--- src/rtl/mipsctl_fsm.sv ---
// Multicycle MIPS main control FSM driving datapath enables, muxes and aluop.
// Define MIPSCTL_ILLEGAL_TRAP_EN to trap unknown opcodes in a sticky state 12.
module mipsctl_fsm (
  input  logic       clk,
  input  logic       reset,
  input  logic [5:0] op,
  input  logic       memready,
  output logic       pcwrite,
  output logic       branch,
  output logic       iord,
  output logic       memwrite,
  output logic       irwrite,
  output logic       regdst,
  output logic       memtoreg,
  output logic       regwrite,
  output logic       alusrca,
  output logic [1:0] alusrcb,
  output logic [1:0] pcsrc,
  output logic [2:0] aluop,
  output logic [3:0] state,
  output logic       illegal
);

  localparam logic [3:0] S_FETCH   = 4'd0;
  localparam logic [3:0] S_DECODE  = 4'd1;
  localparam logic [3:0] S_MEMADR  = 4'd2;
  localparam logic [3:0] S_MEMRD   = 4'd3;
  localparam logic [3:0] S_MEMWB   = 4'd4;
  localparam logic [3:0] S_MEMWR   = 4'd5;
  localparam logic [3:0] S_RTYPEEX = 4'd6;
  localparam logic [3:0] S_RTYPEWB = 4'd7;
  localparam logic [3:0] S_BEQEX   = 4'd8;
  localparam logic [3:0] S_IEXE    = 4'd9;
  localparam logic [3:0] S_IWB     = 4'd10;
  localparam logic [3:0] S_JEX     = 4'd11;
`ifdef MIPSCTL_ILLEGAL_TRAP_EN
  localparam logic [3:0] S_TRAP    = 4'd12;
`endif

  localparam logic [5:0] OP_RTYPE = 6'b000000;
  localparam logic [5:0] OP_J     = 6'b000010;
  localparam logic [5:0] OP_BEQ   = 6'b000100;
  localparam logic [5:0] OP_ADDI  = 6'b001000;
  localparam logic [5:0] OP_SLTI  = 6'b001010;
  localparam logic [5:0] OP_ANDI  = 6'b001100;
  localparam logic [5:0] OP_ORI   = 6'b001101;
  localparam logic [5:0] OP_DADDI = 6'b011000;
  localparam logic [5:0] OP_LW    = 6'b100011;
  localparam logic [5:0] OP_SW    = 6'b101011;

  logic [3:0] state_q;
  logic [3:0] state_d;

  always_ff @(posedge clk or posedge reset) begin
    if (reset) state_q <= S_FETCH;
    else       state_q <= state_d;
  end

  always_comb begin
    state_d = S_FETCH;
    case (state_q)
      S_FETCH:   state_d = memready ? S_DECODE : S_FETCH;
      S_DECODE: begin
        case (op)
          OP_LW, OP_SW: state_d = S_MEMADR;
          OP_RTYPE:     state_d = S_RTYPEEX;
          OP_BEQ:       state_d = S_BEQEX;
          OP_ADDI, OP_ANDI, OP_ORI,
          OP_SLTI, OP_DADDI:
                        state_d = S_IEXE;
          OP_J:         state_d = S_JEX;
`ifdef MIPSCTL_ILLEGAL_TRAP_EN
          default:      state_d = S_TRAP;
`else
          default:      state_d = S_FETCH;
`endif
        endcase
      end
      // IR is stable here, so a non-LW/SW op can only mean corruption
      S_MEMADR: begin
        if (op == OP_LW)      state_d = S_MEMRD;
        else if (op == OP_SW) state_d = S_MEMWR;
        else                  state_d = S_FETCH;
      end
      S_MEMRD:   state_d = memready ? S_MEMWB : S_MEMRD;
      S_MEMWR:   state_d = memready ? S_FETCH : S_MEMWR;
      S_RTYPEEX: state_d = S_RTYPEWB;
      S_IEXE:    state_d = S_IWB;
`ifdef MIPSCTL_ILLEGAL_TRAP_EN
      S_TRAP:    state_d = S_TRAP;
`endif
      default:   state_d = S_FETCH;
    endcase
  end

  always_comb begin
    pcwrite  = 1'b0;
    branch   = 1'b0;
    iord     = 1'b0;
    memwrite = 1'b0;
    irwrite  = 1'b0;
    regdst   = 1'b0;
    memtoreg = 1'b0;
    regwrite = 1'b0;
    alusrca  = 1'b0;
    alusrcb  = 2'b00;
    pcsrc    = 2'b00;
    aluop    = 3'b000;
    illegal  = 1'b0;
    case (state_q)
      S_FETCH: begin
        alusrcb = 2'b01;
        irwrite = memready;
        pcwrite = memready;
      end
      S_DECODE:  alusrcb = 2'b11;
      S_MEMADR: begin
        alusrca = 1'b1;
        alusrcb = 2'b10;
      end
      S_MEMRD:   iord = 1'b1;
      S_MEMWB: begin
        memtoreg = 1'b1;
        regwrite = 1'b1;
      end
      S_MEMWR: begin
        iord     = 1'b1;
        memwrite = 1'b1;
      end
      S_RTYPEEX: begin
        alusrca = 1'b1;
        aluop   = 3'b010;
      end
      S_RTYPEWB: begin
        regdst   = 1'b1;
        regwrite = 1'b1;
      end
      S_BEQEX: begin
        alusrca = 1'b1;
        aluop   = 3'b001;
        pcsrc   = 2'b01;
        branch  = 1'b1;
      end
      S_IEXE: begin
        alusrca = 1'b1;
        alusrcb = 2'b10;
        case (op)
          OP_ANDI:  aluop = 3'b011;
          OP_ORI:   aluop = 3'b100;
          OP_SLTI:  aluop = 3'b101;
          OP_DADDI: aluop = 3'b110;
          default:  aluop = 3'b000;
        endcase
      end
      S_IWB:     regwrite = 1'b1;
      S_JEX: begin
        pcsrc   = 2'b10;
        pcwrite = 1'b1;
      end
`ifdef MIPSCTL_ILLEGAL_TRAP_EN
      S_TRAP:    illegal = 1'b1;
`endif
      default: ;
    endcase
  end

  assign state = state_q;

endmodule

--- config.mk ---
export PLATFORM = sky130hd
export DESIGN_NAME = mipsctl_fsm
export DESIGN_NICKNAME = d
export VERILOG_FILES = /design/src/rtl/mipsctl_fsm.sv
export SDC_FILE = /design/constraint.sdc
export NUM_CORES = 1
export LEC_CHECK = 0
export ABC_AREA = 0
export BUFFER_PORTS_ARGS = -buffer_cell sky130_fd_sc_hd__buf_2
export CORE_AREA = 2 2 39 41
export CTS_BUF_LIST = sky130_fd_sc_hd__clkbuf_4
export DETAILED_ROUTE_END_ITERATION = 8
export DIE_AREA = 0 0 41 43
export PLACE_DENSITY_LB_ADDON = 0.1
export SYNTH_ARGS = -nofsm -noshare
export SYNTH_HDL_FRONTEND = slang
export SYNTH_SLANG_ARGS = --single-unit
--- constraint.sdc ---
create_clock -name clk -period 4.1 [get_ports clk]
set_input_delay 0.82 -clock clk [delete_from_list [all_inputs] [get_ports clk]]
set_output_delay 0.82 -clock clk [all_outputs]
set_load 0.01 [all_outputs]
======== Word level (Yosys, flattened, before mapping) ========
Cells that the tools add are included.
storage, ports and cells
  bits in registers ....................... 4
  output and inout bits ................... 21
  word-level logic and storage cells ...... 49
operators by class
  equality and inequality tests ........... 20
  muxes and demuxes ....................... 20
  reductions and logical operators ........ 8
operator list
  cell                count
  $pmux 4 s7          1
  $eq 6x4->1 const B  4
  $pmux 4 s5          1
  $eq 4x3->1 const B  4
  $eq 4x4->1 const B  4
  $eq 6x6->1 const B  2
  $mux 3              4
  $pmux 3 s4          1
  $mux 1              9
  $pmux 3 s3          1
  $eq 4x2->1 const B  2
  $eq 6x2->1 const B  1
  $eq 6x3->1 const B  1
  $eq 6x5->1 const B  1
  $logic_not 6->1     1
  $pmux 2 s3          1
  $reduce_or 2->1     3
  $reduce_or 5->1     1
  $eq 4x1->1 const B  1
  $logic_not 4->1     1
  $pmux 2 s2          1
  $reduce_or 4->1     1
  $reduce_or 3->1     1
  $pmux 1 s2          1

======== Logic depth before layout (Yosys ltp) ========
  depth in word-level cells ............... 4
  depth in mapped cells ................... 5

======== Worst setup path after synthesis ========
No wires, ideal clock.
  kind .................................... input -> output
  from .................................... input port op[3]
  to ...................................... output port aluop[0]
  arrival time ............................ 1.614 ns
  data required time ...................... 3.280 ns
  path slack .............................. 1.666 ns
  cell stages on the path ................. 3
  path buffers ............................ 0
  path through ............................ nand4_1 > or3_1 > o31ai_1
between the ends
  cells in the longest elaborated chain, start to end .. 3
  elaborated cells on any way between the ends .. 6
ends and longest elaborated chain
  item                                             line  RTL
  start: declaration                               6     input logic [5:0] op,
  $eq 6x5->1 / $eq 6x4->1 (equally long branches)  147   case (op)
  $pmux 3 s4 (*)                                   147
  $pmux 3 s3 (*)                                   110   case (state_q)
  end: declaration                                 19    output logic [2:0] aluop,
Mark *: on every way between the ends. The rest lies on a longest branch, timed or not.

======== Worst setup path in the final report ========
  from .................................... register state_q[3] (netlist: state[3])
  to ...................................... output port aluop[1]
between the ends
  cells in the longest elaborated chain, start to end .. 2
  elaborated cells on any way between the ends .. 4
ends and longest elaborated chain
  item                                             line  RTL
  start: declaration                               51    logic [3:0] state_q;
  start signal: assignment                         56    else state_q <= state_d;
  $eq 4x4->1 / $eq 4x3->1 (equally long branches)  110
  $pmux 3 s3 (*)                                   110
Marked as above.

==> flow_metrics.tcl <==
set metrics [dict create \
    status "complete, no violations" \
    hpwl_um 1061 \
    worst_path_max_delay_cell "dfrtp_1" \
    fin_cells 128 \
    power_density_mw_per_mm2 233.4 \
    fin_setup_tns_ps 0 \
    setup_viol 0 \
    cts_hold_buf 0 \
    wl_um 1409 \
    synth.area.top_cells "dfrtp_1, nor2_1, a21oi_1" \
    clock-sinks 4 \
    path_clk_slew_ps 40 \
    vdd_drop_max_v 0.0002075 \
    die-area_mm2 0.001763 \
    final_layout_size_suffix_gt1_share_pct 36.61 \
    grt-ovfl-total 0 \
    core_mm2 0.001384 \
    drt_iter0_markers 16 \
    fin_skew_ps 2.649 \
    first_pass_iters 4 \
    cts_buffers 3 \
    yosysTopAreaCell "dfrtp_1" \
    layout_commonest_cell "buf_2" \
    grt_usage_pct 18.63 \
    chipWidth_um 41 \
    cp_data_arrival_time_ps 1960 \
    gp_congestion 0.8086 \
    synthCells 89 \
    remaining_drc_errors 0 \
    grt_pass1_wl_um 2283 \
    critPathMaxFanout 14 \
    io_buffers 28 \
    total_power_w 0.0001787 \
    initial_utilization_pct 45.75 \
    diodes 0 \
    ys_types 42 \
    cpPeakStageDelay_ps 560 \
    period_minus_slack_ps 2775 \
    mostFrequentLayoutCells "buf_2, nor2_1, a21oi_1" \
    synth_top_area_share_pct 15.81 \
    r2r_cells 4 \
    rows 14 \
    rsz0062_at_grt "no" \
    tightest_slew_ps 503.3 \
    synth_area_per_cell_um2 7.114 \
    io_pins 30 \
    largest_register_ffs 4 \
    report.final.slew_viol_count 0 \
    cts_resized 0 \
    syn_nets 98 \
    critical_path_class "flop to output port" \
    yosysWarnings 0 \
    syn2layout_area_growth_pct 20.95 \
    chipHeight_um 43 \
    dr_total_vias 688 \
    fin_crit_sh_pct 67.69 \
    worstSetupStartpointType "flop" \
    ctsLongestPathBuffers 2 \
    max_cap_viol_count 0 \
    grt_pass1_vias 552 \
    cts_tree "done" \
    cp.required_ps 3280 \
    path_cells "nor2b_2, nand4_1, or3_1, o32ai_2, buf_2" \
    vias_per_cell 5.375 \
    hold_viol_final 0 \
    post_cts_buffers 0 \
    ant_nets 0 \
    yosysSeqAreaShare_pct 15.81 \
    hp-class "input port to async pin" \
    grt_antenna_before_repair 0 \
    p_leak_nw 0.3445 \
    wire_per_inst_um 11.01 \
    synth_seq_cells 4 \
    relSlewSlack_pct 66.45 \
    critPathCaptureType "output port" \
    dpl.cell_count 125 \
    final_nets 123 \
    clk_latency_ps 230 \
    grt_start_max_net_pins 19 \
    syn-cell-area_um2 633.1 \
    fmax_mhz 360.3 \
    cts-root-buf "clkbuf_4" \
    final_core_util_pct 55.33 \
    htreeDepth 1 \
]
==> path summary, 6_finish.rpt <==
check                           slack (ps)  endpoint      from
min in group clk                       680  state[0]  state[3]
worst min-delay path                   460  state[2]     reset
worst max register to register        2560  state[1]  state[1]
max in group asynchronous             3490  state[0]     reset
worst min register to register         680  state[0]  state[3]
worst max-delay path                  1320  aluop[1]  state[3]
==> worst max-delay path, delay by kind of cell, from the launching register on <==
kind,cells,cell delay (ps)
compound gates,1,240
buf+inv,1,160
flops,1,560
simple gates,3,760
==> synth_stat cells, drive strengths merged <==
master,number
nor2,13
a21oi,7
buf,7
nor3,6
nand2b,5
o21ai,5
dfrtp,4
nand2,4
xnor2,4
inv,3
nor3b,3
a21boi,2
nor4,2
or2,2
or3b,2
a2111oi,1
a211oi,1
and3,1
and3b,1
clkbuf,1
conb,1
mux2i,1
nand3,1
nand3b,1
nand4,1
nand4b,1
nor2b,1
o22ai,1
o311ai,1
o31ai,1
o32ai,1
or2b,1
or3,1
or4,1
or4b,1
==> cell type report <==
type | instances | area, um2
fillers | 133 | 618.1
flip-flops and latches | 4 | 100.1
clock buffers | 3 | 22.52
well taps | 16 | 20.02
multi-input cells | 74 | 471.7
inverters | 3 | 11.26
repair buffers | 28 | 140.1
==> through the flow <==
step	setup slack [ps]	instance area [um2]	hold slack, ps
2_1_floorplan	1666	633.1	586.1
3_3_place_gp	1451	743.2	676.0
3_5_place_dp	1432	743.2	684.0
4_1_cts	1298	765.7	453.2
5_1_grt	1164	765.7	474.8
6_report	1325	765.7	459.1
==> per-layer routing <==
layer | part of all wire (%) | global-route usage, %
met4 | 0.57 | 8.000
met2 | 46 | 27.81
met1 | 48 | 25.32
met5 | 0 | 0
met3 | 4.5 | 3.141
==> power breakdown <==
| part | total, W | switching (W) | internal, W |
|---|---|---|---|
| logic | 0.0000751 | 0.0000396 | 0.0000355 |
| registers | 0.0000573 | 0.0000142 | 0.0000431 |
| clock network | 0.0000463 | 0.0000137 | 0.0000326 |
| total | 0.000179 | 0.0000675 | 0.000111 |
==> kinds of logic after synthesis <==
kind of cell / after synthesis / synth area share (%)
multiplexers: 1 / 1.581
AO/OA/AOI/OAI: 20 / 22.14
flip-flops: 4 / 15.81
buffers and inverters: 11 / 9.682
other: 1 / 0.5923
AND/OR/NAND/NOR: 48 / 44.67
XOR/XNOR: 4 / 5.533
No activity file was read; power rests on OpenSTA's default activity.
